==> config.mk <==
export PLATFORM = sky130hd
export DESIGN_NAME = aes_shift_rows_stream
export DESIGN_NICKNAME = d
export VERILOG_FILES = /design/src/rtl/aes_shift_rows_stream.sv
export SDC_FILE = /design/constraint.sdc
export NUM_CORES = 1
export LEC_CHECK = 0
export CELL_PAD_IN_SITES_DETAIL_PLACEMENT = 1
export CELL_PAD_IN_SITES_GLOBAL_PLACEMENT = 1
export CORE_ASPECT_RATIO = 0.7
export CORE_MARGIN = 10
export CORE_UTILIZATION = 54
export DETAILED_ROUTE_END_ITERATION = 8
export PLACE_DENSITY_LB_ADDON = 0.3
export SYNTH_ARGS = -nofsm -noshare
export SYNTH_HDL_FRONTEND = slang
export SYNTH_SLANG_ARGS = --single-unit
==> constraint.sdc <==
create_clock -name clk -period 4.9 [get_ports clk]
set_input_delay 0.49 -clock clk [delete_from_list [all_inputs] [get_ports clk]]
set_output_delay 0.49 -clock clk [all_outputs]
set_load 0.01 [all_outputs]
==> src/rtl/aes_shift_rows_stream.sv <==
// aes_shift_rows_stream: column-serial ShiftRows / InvShiftRows engine.
// One 32-bit state column per beat in, NB-column blocks buffered in two
// ping-pong banks, row-rotated block out one column per beat.
// Optional feature macro: SHIFT_ROWS_MODE_SEL_EN. When defined, s_mode picks
// the direction per block (sampled on its first beat). When undefined, s_mode
// is ignored and every block is processed inverse.
module aes_shift_rows_stream #(
  parameter int NB = 4
) (
  input  logic        clk,
  input  logic        rst_n,
  input  logic        s_valid,
  output logic        s_ready,
  input  logic [0:31] s_data,
  input  logic        s_mode,
  output logic        m_valid,
  input  logic        m_ready,
  output logic [0:31] m_data,
  output logic        m_last
);

  localparam int CW = $clog2(NB);
  localparam int SW = CW + 1;
  localparam logic [SW-1:0] NB_W     = SW'(NB);
  localparam logic [CW-1:0] LAST_COL = CW'(NB - 1);

  typedef enum logic [1:0] {EMPTY, FILLING, FULL, DRAINING} bank_st_e;

  if (NB != 4 && NB != 6 && NB != 8) begin : g_bad_nb
    $error("aes_shift_rows_stream: NB must be 4, 6 or 8");
  end

  logic [0:31]   bank_q [2][NB];
  logic [0:31]   bank_d [2][NB];
  bank_st_e      st_q [2];
  bank_st_e      st_d [2];
  logic [CW-1:0] wr_col_q, wr_col_d;
  logic [CW-1:0] rd_col_q, rd_col_d;
  logic          wr_ptr_q, wr_ptr_d;
  logic          rd_ptr_q, rd_ptr_d;
  logic          rdy_en_q, rdy_en_d;
  logic          wr_fire, rd_fire, rd_inv;

`ifdef SHIFT_ROWS_MODE_SEL_EN
  logic mode_q [2];
  logic mode_d [2];
  assign rd_inv = mode_q[rd_ptr_q];
`else
  logic mode_unused;
  assign mode_unused = s_mode;
  assign rd_inv      = 1'b1;
`endif

  // Row rotation amount; the 256-bit block uses a wider spread for rows 2 and 3.
  function automatic logic [SW-1:0] row_shift(input logic [1:0] r);
    logic [SW-1:0] sh;
    case (r)
      2'd0:    sh = '0;
      2'd1:    sh = SW'(1);
      2'd2:    sh = (NB == 8) ? SW'(3) : SW'(2);
      default: sh = (NB == 8) ? SW'(4) : SW'(3);
    endcase
    return sh;
  endfunction

  // Source column for output column c, row r: one add/subtract then a single
  // conditional correction by NB keeps the result in 0..NB-1 without a divider.
  function automatic logic [CW-1:0] src_col(input logic [CW-1:0] c,
                                            input logic [1:0]    r,
                                            input logic          inv);
    logic [SW-1:0] s;
    if (inv) begin
      s = {1'b0, c} - row_shift(r);
      if (s[SW-1]) s = s + NB_W;
    end else begin
      s = {1'b0, c} + row_shift(r);
      if (s >= NB_W) s = s - NB_W;
    end
    return s[CW-1:0];
  endfunction

  // Handshake decode purely from registered bank state.
  always_comb begin
    s_ready = rdy_en_q && (st_q[wr_ptr_q] == EMPTY || st_q[wr_ptr_q] == FILLING);
    m_valid = (st_q[rd_ptr_q] == FULL || st_q[rd_ptr_q] == DRAINING);
    m_last  = m_valid && (rd_col_q == LAST_COL);
    wr_fire = s_valid && s_ready;
    rd_fire = m_valid && m_ready;
  end

  // Output column: per-row mux across the read bank, zero when idle.
  always_comb begin
    m_data = '0;
    if (m_valid) begin
      for (int r = 0; r < 4; r++) begin
        m_data[8*r +: 8] = bank_q[rd_ptr_q][src_col(rd_col_q, 2'(r), rd_inv)][8*r +: 8];
      end
    end
  end

  // Bank fill/drain sequencing and pointer/counter updates.
  always_comb begin
    bank_d   = bank_q;
    st_d     = st_q;
    wr_col_d = wr_col_q;
    rd_col_d = rd_col_q;
    wr_ptr_d = wr_ptr_q;
    rd_ptr_d = rd_ptr_q;
    rdy_en_d = 1'b1;
`ifdef SHIFT_ROWS_MODE_SEL_EN
    mode_d   = mode_q;
`endif
    // Write and read banks are necessarily different when both fire.
    if (wr_fire) begin
      bank_d[wr_ptr_q][wr_col_q] = s_data;
      if (wr_col_q == '0) begin
        st_d[wr_ptr_q] = FILLING;
`ifdef SHIFT_ROWS_MODE_SEL_EN
        mode_d[wr_ptr_q] = s_mode;
`endif
      end
      if (wr_col_q == LAST_COL) begin
        st_d[wr_ptr_q] = FULL;
        wr_col_d       = '0;
        wr_ptr_d       = ~wr_ptr_q;
      end else begin
        wr_col_d = wr_col_q + 1'b1;
      end
    end
    if (rd_fire) begin
      st_d[rd_ptr_q] = DRAINING;
      if (rd_col_q == LAST_COL) begin
        st_d[rd_ptr_q] = EMPTY;
        rd_col_d       = '0;
        rd_ptr_d       = ~rd_ptr_q;
      end else begin
        rd_col_d = rd_col_q + 1'b1;
      end
    end
  end

  // State registers; reset discards every buffered column and block.
  always_ff @(posedge clk or negedge rst_n) begin
    if (!rst_n) begin
      for (int b = 0; b < 2; b++) begin
        st_q[b] <= EMPTY;
        for (int c = 0; c < NB; c++) bank_q[b][c] <= '0;
`ifdef SHIFT_ROWS_MODE_SEL_EN
        mode_q[b] <= 1'b0;
`endif
      end
      wr_col_q <= '0;
      rd_col_q <= '0;
      wr_ptr_q <= 1'b0;
      rd_ptr_q <= 1'b0;
      rdy_en_q <= 1'b0;
    end else begin
      bank_q   <= bank_d;
      st_q     <= st_d;
`ifdef SHIFT_ROWS_MODE_SEL_EN
      mode_q   <= mode_d;
`endif
      wr_col_q <= wr_col_d;
      rd_col_q <= rd_col_d;
      wr_ptr_q <= wr_ptr_d;
      rd_ptr_q <= rd_ptr_d;
      rdy_en_q <= rdy_en_d;
    end
  end

endmodule

==> run_results.csv, run 1 <==
group,metric,value,unit
run_status,outcome,"finished, final reports clean",
die,die-area,28900,um2
clock_tree,path_clk_slew,70,ps
global_route,grt_pass1_vias,8370,
logic_synthesis,synth_most_common_cell,"dfrtp_1",
die,ioPinCount,72,
clock_tree,postCtsSetupBuffers,0,
logic_synthesis,yosysTopAreaCellShare,54.8,%
critical_path,worstPathRequired,4410,ps
final_layout,finalNetCount,917,
routing,wire_per_inst,27.1,um
final_layout,final_cells,1175,
die,fp.dieW,199,um
clock_tree,holdBufCountCts,0,
critical_path,path_depth,5,
logic_synthesis,syn_area_per_cell,14.8,um2
clock_tree,clock_latency,540,ps
pwr,peakVddDrop,426,uV
final_layout,drive_above_1_share,35.0,%
sta,maxSlewViolCount,0,
critical_path,end_kind,"primary output",
critical_path,arrival,3380,ps
sta,finalCritPeriodShare,78.9,%
global_route,grt_pass1_wl,49800,um
logic_synthesis,synth_edf_count,0,
sta,max_slew.worst_pin.slew,1150,ps
pwr,power.total,9.25,mW
sta,slew_headroom,23.0,%
clock_tree,cts.sinks,265,
pwr,p_leak,6.30,nW
pwr,p_per_area,662,nW/um2
place,pre_cts_slack,1650,ps
run,max_cap_viol_count,0,
sta,rsz0062_at_grt,"no",
sta,fin_ws,1030,ps
critical_path,timing.rr.end,"bank_q[40]",
logic_synthesis,synth_area_leaders,"dfrtp_1 55%, mux2_2 20%, mux2i_1 11%",
place,hpwl,19000,um
clock_tree,cts.root.buffer_cell,"clkbuf_16",
final_layout,syn2layout_area_growth,15.3,%
final_layout,fin_area,14000,um2
global_route,grt_max_degree,143,
critical_path,cp_max_fo,16,
critical_path,startpoint_type,"flip-flop",
critical_path,reg2reg_depth,4,
critical_path,cp_slowest_stage_delay,750,ps
place,dpl-instance-area,13100,um2
logic_synthesis,synthCells,818,
critical_path,slowest_stage,"nand3b_1",
logic_synthesis,yosysUniqueCellTypes,27,
final_layout,fillCellCount,1961,
logic_synthesis,async_reset_ff_share,100,%
sta,setup_viol,0,
clock_tree,htree_levels,1,
sta,hold_viol_final,0,
worst_hold_path,hp-class,"input pin to async pin",
routing,vias,7255,
die,start_util,55.4,%
routing,routed_wl,31800,um
logic_synthesis,yosys.area.top_type,"dfrtp_1",
place,placed_cells,1129,
die,coreArea,21800,um2
clock_tree,cts_tree,"done",
logic_synthesis,synthTopCellsByCount,"265 x dfrtp_1, 219 x mux2_2, 129 x mux2i_1",
sta,fin_hold_ws,74.1,ps
sta,fin_crit,3870,ps
logic_synthesis,synth_seq_area_share,54.8,%
clock_tree,max-clock-path-buffers,3,
critical_path,cp_cell_sequence,"ha_1 > nand3b_1 > o22a_1 > o221ai_1 > clkdlybuf4s50_1",
routing,drtIter0Drc,400,
global_route,grtUsageTotal,21.9,%
place,gp_congestion,0.759,
logic_synthesis,ys_ff_latch,265,
clock_tree,numCtsBuffers,26,
die,num_rows,45,
critical_path,criticalPathCategory,"flip-flop to primary output",
routing,drtAntennaViolNets,0,
sta,fmax,258,MHz
critical_path,path_buf_inv,1,
critical_path,r2r_start,"wr_ptr_q",
logic_synthesis,yosys_warnings,0,
logic_synthesis,synthesis.area,12100,um2
routing,viasPerCell,6.17,
routing,first_pass_iters,5,
place,io_buffers,70,
final_layout,utilization,63.9,%
die,dieHeight,145,um
routing,drc,0,
critical_path,crit_family,"simple AND/OR/NAND/NOR gates",
clock_tree,ctsResizeCount,0,
sta,tns,0,ps
global_route,overflow,0,
global_route,antenna_found_initial,1,
critical_path,r2r_slack,2170,ps
logic_synthesis,ys.flop_type,"dfrtp_1",
sta,clock_skew,16.3,ps
logic_synthesis,syn-num-nets,860,
==> layer usage <==
layer  GRT usage (%)  vias to the layer above  wire, um
met5               0                        -         0
met4            5.25                        0       656
met3            3.62                       41      1320
met2            36.7                      144     15600
met1            28.9                     3913     14300
li1                -                     3157         -
==> cells in the final DEF, fill, tap and decap left out, drive strengths merged <==
cell type | Yosys | routed
o221ai | 32 | 32
or3b | 2 | 2
buf | 41 | 14
diode | 0 | 1
mux2i | 129 | 129
nand2 | 5 | 5
o21ai | 2 | 2
conb | 1 | 1
bufinv | 0 | 4
clkinvlp | 0 | 2
nand3b | 2 | 2
inv | 2 | 2
ha | 5 | 5
nor2 | 8 | 8
nand3 | 7 | 7
mux2 | 261 | 261
clkinv | 0 | 3
o22a | 33 | 33
and2 | 2 | 2
or3 | 1 | 1
clkdlybuf4s50 | 0 | 69
or2 | 2 | 2
a31oi | 1 | 1
nor3 | 3 | 3
nand2b | 1 | 1
dfrtp | 265 | 265
clkbuf | 13 | 36
==> cells by family after synthesis <==
| logic type | synth area share [%] |
|---|---|
| muxes | 35.8 |
| AOI/OAI and AO/OA | 4.84 |
| adders and majority gates | 0.517 |
| and+or+nand+nor | 1.54 |
| other | 0.0310 |
| DFF | 54.8 |
| buffers and inverters | 2.52 |
==> worst max path at each step <==
stage | endpoint | start
CTS | m_data[16] | st_q[3]
finish | m_data[14] | rd_col_q[0]
global placement | m_data[10] | rd_col_q[0]
detailed placement | m_data[16] | st_q[3]
floorplan | m_data[24] | rd_col_q[1]
global route | m_data[16] | st_q[3]
==> cell type report <==
type | instances | area, um2 | share of cell area, %
clock inverters | 9 | 161 | 1.16
inverters | 2 | 7.51 | 0.0538
well taps | 282 | 353 | 2.53
clock buffers | 36 | 738 | 5.29
repair buffers | 83 | 841 | 6.02
diodes | 1 | 2.50 | 0.0179
multi-input cells | 497 | 5220 | 37.4
flip-flops and latches | 265 | 6640 | 47.5
==> flip-flops by register name, indices dropped and copies added (netlist names) <==
register	cells
bank_q	256
rd_col_q	2
st_q	2
wr_col_q	2
rd_ptr_q	1
rdy_en_q	1
wr_ptr_q	1
==> where the power goes <==
group	internal (mW)	total [mW]	leakage [nW]	switching, mW
Sequential	3.17	3.81	3.34	0.637
Clock	1.26	2.14	0.434	0.873
Combinational	1.80	3.30	2.52	1.50
Note: power is estimated with default switching activity, not from simulation.
==> run 2, diff against run 1 <==
CORE_UTILIZATION = 50   (was 54)
clock period = 3.8 ns   (was 4.9 ns; I/O delays follow)
==> run 2 against run 1 <==
Compared with the run above: largest power group unchanged; the run now ends with negative hold slack left; sequential power increased by 28%; via count decreased by 0.68%; hold slack got worse by 160 ps; highest routed layer is now met5; core utilization decreased by 4.8 points; combinational power increased by 28%; cell count increased by 3.7%; critical path depth unchanged; register-to-register slack got worse by 700 ps; clock skew decreased by 5.1 ps; global-route usage decreased by 1.9 points; total power increased by 27%.
==> run_results.csv, run 2 (synthesized netlist as in run 1, its figures left out) <==
group,metric,value,unit
run_status,outcome,"finished with violations",
run_status,violations,"negative hold slack",
global_route,grt_pass1_wl,48800,um
critical_path,r2r_start,"wr_ptr_q",
pwr,p_sw,3.77,mW
clock_tree,numCtsBuffers,27,
final_layout,drive_above_1_share,35.4,%
critical_path,reg2reg_depth,4,
global_route,grt_pass1_vias,8353,
critical_path,criticalPathCategory,"flip-flop to primary output",
die,start_util,51.0,%
sta,slew_headroom,33.9,%
routing,drtAntennaViolNets,0,
die,coreArea,23800,um2
pwr,p_leak,6.33,nW
clock_tree,postCtsSetupBuffers,0,
sta,fin_hold_ws,-89.5,ps
pwr,power.total,11.7,mW
die,ioPinCount,72,
place,gp_congestion,0.732,
die,num_rows,47,
clock_tree,cts.sinks,265,
sta,hold_viol_final,30,
routing,viasPerCell,5.91,
sta,rsz0062_at_grt,"no",
pwr,clkPwrFrac,22.5,%
sta,fin_ws,132,ps
clock_tree,path_clk_slew,60,ps
routing,vias,7206,
critical_path,slowest_stage,"or3b_1",
critical_path,end_kind,"primary output",
die,die-area,30900,um2
critical_path,cp_max_fo,16,
final_layout,utilization,59.1,%
critical_path,cp_cell_sequence,"ha_1 > or3b_1 > o22a_1 > o221ai_1 > clkdlybuf4s50_1",
pwr,switching_share,32.1,%
clock_tree,ctsResizeCount,0,
pwr,peakVddDrop,678,uV
routing,drc,0,
final_layout,largest_reg_flops,256,
global_route,overflow,0,
global_route,antenna_found_initial,3,
run,max_cap_viol_count,0,
critical_path,r2r_slack,1470,ps
final_layout,final_common_cell,"dfrtp_1",
sta,tns,0,ps
final_layout,finalNetCount,922,
routing,routed_wl,30400,um
worst_hold_path,hp-class,"input pin to async pin",
die,dieHeight,150,um
sta,fmax,273,MHz
sta,fin_crit,3670,ps
critical_path,worstPathRequired,3420,ps
clock_tree,clock_latency,530,ps
final_layout,final_cell_mix,"264 x dfrtp_1, 219 x mux2_2, 129 x mux2i_1, 69 x clkdlybuf4s50_1, 33 x o22a_1",
sta,max_slew.worst_pin.slew,992,ps
routing,first_pass_iters,4,
critical_path,timing.rr.end,"bank_q[57]",
clock_tree,holdBufCountCts,0,
final_layout,syn2layout_area_growth,16.0,%
clock_tree,max-clock-path-buffers,3,
clock_tree,cts.root.buffer_cell,"clkbuf_16",
sta,clock_skew,11.2,ps
place,io_buffers,70,
pwr,pwr-share-comb,36.1,%
clock_tree,cts_tree,"done",
place,hpwl,19100,um
sta,maxSlewViolCount,0,
global_route,grt_max_degree,131,
critical_path,startpoint_type,"flip-flop",
die,fp.dieW,206,um
pwr,intPower,7.98,mW
critical_path,cp-startpoint,"rd_col_q[0]",
global_route,grtUsageTotal,20.0,%
pwr,seqPwrFrac,41.4,%
final_layout,fillCellCount,2203,
place,pre_cts_slack,744,ps
routing,wire_per_inst,25.0,um
clock_tree,htree_levels,1,
sta,setup_viol,0,
final_layout,largest_register,"bank_q",
sta,finalCritPeriodShare,96.5,%
critical_path,cp_slowest_stage_delay,760,ps
critical_path,arrival,3290,ps
pwr,p_per_area,836,nW/um2
routing,drtIter0Drc,292,
-- run 2: worst max-delay path by stage --
stage,end,slack [ps],depth (start not counted)
finish,m_data[14],130,5
global route,m_data[14],70,5
CTS,m_data[14],160,5
detailed placement,m_data[14],740,5
global placement,m_data[14],750,5
floorplan,m_data[24],1720,6
-- run 2: layout make-up --
| class | instances | area, um2 | share of cell area (%) |
|---|---|---|---|
| diodes | 2 | 5.00 | 0.0356 |
| clock buffers | 39 | 781 | 5.56 |
| clock inverters | 9 | 95.1 | 0.677 |
| inverters | 2 | 7.51 | 0.0534 |
| multi-input cells | 497 | 5220 | 37.2 |
| flip-flops and latches | 265 | 6640 | 47.2 |
| well taps | 318 | 398 | 2.83 |
| repair buffers | 87 | 908 | 6.46 |
-- run 2: worst max-delay path: cells and delay by family, from the launching register on --
| family | cells | cell delay [ps] |
|---|---|---|
| AND/OR/NAND/NOR | 1 | 760 |
| buffers and inverters | 1 | 640 |
| AO/OA/AOI/OAI | 2 | 520 |
| flip-flops | 1 | 490 |
| adder cells (fa/ha/maj) | 1 | 360 |
-- run 2: power groups by stage --
stage                     clock (mW)  sequential, mW  combinational [mW]
final                           2.64            4.87                4.24
after global routing            2.82            5.03                4.58
after CTS                       2.69            4.87                4.29
after detailed placement           0            4.90                4.24
after global placement             0            4.72                4.00
after floorplan                    0            4.58                3.03
-- run 2: layer usage --
metal  share of wire [%]  track usage, %  up-vias
met5               0.099               0        -
met4                 1.4            3.78        4
met3                 4.0            3.61       38
met2                  49            34.2      133
met1                  46            26.3     3867
li1                    -               -     3164
-- run 2: metrics by stage --
stage	std cells	area [um2]
2_1_floorplan	818	12100
3_3_place_gp	1169	13200
3_5_place_dp	1169	13200
4_1_cts	1217	14000
5_1_grt	1217	14000
6_report	1219	14100
==> run 3, diff against run 2 <==
CORE_MARGIN = default   (was 10)
CORE_UTILIZATION = 52   (was 50)
CTS_BUF_LIST = sky130_fd_sc_hd__clkbuf_8   (was default)
==> run 3 against run 2 <==
Compared with the run above: the flow now finishes without violations; sequential share of layout area increased by 0.21 points; setup slack got worse by 41 ps; total power decreased by 1.4%; clock skew increased by 10 ps; combinational power increased by 0.9%.
==> run_results.csv, run 3 (synthesized netlist as in run 1, its figures left out) <==
group,metric,value,unit
global_route,antenna_found_initial,1,
final_layout,final_common_cell,"dfrtp_1",
sta,rsz0062_at_grt,"no",
routing,drc,0,
routing,drtIter0Drc,414,
place,pre_cts_slack,693,ps
routing,drtAntennaViolNets,0,
die,num_rows,46,
routing,wire_per_inst,24.6,um
die,ioPinCount,72,
critical_path,worstPathRequired,3420,ps
clock_tree,numCtsBuffers,42,
critical_path,cp_max_fo,16,
sta,max_slew.worst_pin.slew,1040,ps
sta,fmax,270,MHz
routing,viasPerCell,5.88,
global_route,grt_pass1_wl,49500,um
die,dieHeight,130,um
sta,hold_viol_final,0,
die,coreArea,22700,um2
die,fp.dieW,184,um
critical_path,cp_slowest_stage_delay,780,ps
critical_path,arrival,3330,ps
critical_path,end_kind,"primary output",
sta,tns,0,ps
sta,fin_ws,90.8,ps
worst_hold_path,hp-class,"input pin to async pin",
sta,maxSlewViolCount,0,
global_route,overflow,0,
final_layout,final_cell_mix,"264 x dfrtp_1, 219 x mux2_2, 129 x mux2i_1, 69 x clkdlybuf4s50_1, 57 x clkbuf_8",
final_layout,largest_reg_flops,256,
sta,slew_headroom,30.6,%
clock_tree,path_clk_slew,70,ps
clock_tree,cts.root.buffer_cell,"clkbuf_8",
final_layout,drive_above_1_share,36.3,%
routing,first_pass_iters,4,
clock_tree,max-clock-path-buffers,3,
clock_tree,clock_latency,540,ps
run_status,outcome,"finished, final reports clean",
critical_path,crit_family,"simple AND/OR/NAND/NOR gates",
global_route,grt_pass1_vias,8382,
critical_path,cp_cell_sequence,"ha_1 > or3b_1 > o22a_1 > o221ai_1 > clkdlybuf4s50_1",
die,die-area,23900,um2
sta,fin_crit,3710,ps
pwr,peakVddDrop,589,uV
final_layout,num_antenna_cells,0,
sta,clock_skew,21.5,ps
routing,routed_wl,30500,um
clock_tree,cts.sinks,265,
pwr,p_per_area,828,nW/um2
sta,setup_viol,0,
critical_path,path_buf_inv,1,
place,io_buffers,70,
pwr,p_leak,6.39,nW
critical_path,slowest_stage,"or3b_1",
final_layout,largest_register,"bank_q",
final_layout,finalNetCount,939,
run,max_cap_viol_count,0,
routing,vias,7301,
pwr,power.total,11.6,mW
clock_tree,htree_levels,2,
place,hpwl,18000,um
sta,finalCritPeriodShare,97.6,%
global_route,grtUsageTotal,27.3,%
global_route,grt_max_degree,131,
clock_tree,ctsResizeCount,0,
critical_path,startpoint_type,"flip-flop",
critical_path,criticalPathCategory,"flip-flop to primary output",
final_layout,fillCellCount,2095,
final_layout,utilization,61.5,%
place,gp_congestion,0.724,
clock_tree,cts_tree,"done",
sta,fin_hold_ws,454,ps
die,start_util,53.3,%
final_layout,syn2layout_area_growth,15.5,%
==> run 3: cell count changes in the layout (fill, tap and decap cells not counted) <==
cell           previous run  this run
buf_12                    6         2
buf_4                    11        16
bufinv_16                 2         0
clkbuf_1                  6         0
clkbuf_16                27         0
clkbuf_8                  6        57
clkinv_2                  7         3
diode_2                   2         0
dlygate4sd3_1             0         1
inv_1                     2        18
==> run 3: final timing paths <==
check,from,to,slack [ps],cells after the start
worst max-delay path,rd_col_q[0],m_data[15],90,5
worst min-delay path,rst_n,bank_q[2],450,2
worst max register to register,wr_ptr_q,bank_q[19],1400,4
worst min register to register,bank_q[191],bank_q[191],490,1
max in group asynchronous,rst_n,bank_q[85],2240,3
min in group clk,bank_q[191],bank_q[191],490,1
==> run 3: area by class of cell <==
cell class / count / area (um2) / area share (%)
Multi-Input combinational cell: 497 / 5220 / 37.3
Clock buffer: 57 / 785 / 5.61
Inverter: 2 / 7.51 / 0.0537
Sequential cell: 265 / 6640 / 47.4
Tap cell: 312 / 390 / 2.79
Timing Repair Buffer: 89 / 876 / 6.26
Clock inverter: 19 / 75.1 / 0.537
==> run 3: what timing repair did <==
action,CTS,global route
hold endpoints to repair,100,0
endpoints found under the setup margin,0,0
buffers inserted,0,0
hold buffers,1,0
==> run 3: routing by layer <==
metal / global-route usage, % / up-vias / wire [um]
met5: 0 / - / 13
met4: 7.11 / 2 / 537
met3: 4.38 / 54 / 1340
met2: 44.9 / 157 / 15000
met1: 37.8 / 3892 / 13700
li1: - / 3196 / -
==> run 3: power breakdown <==
| part | total (mW) | internal (mW) | switching, mW | leakage (nW) |
|---|---|---|---|---|
| combinational | 4.28 | 2.34 | 1.94 | 2.55 |
| clock | 2.45 | 1.33 | 1.12 | 0.507 |
| sequential | 4.86 | 4.09 | 0.769 | 3.34 |
| total | 11.6 | 7.76 | 3.83 | 6.39 |
==> run 3: through the flow <==
stage | cell area (um2) | instances
CTS | 14000 | 1241
detailed placement | 13100 | 1164
global route | 14000 | 1241
global placement | 13100 | 1164
floorplan | 12100 | 818
finish | 14000 | 1241
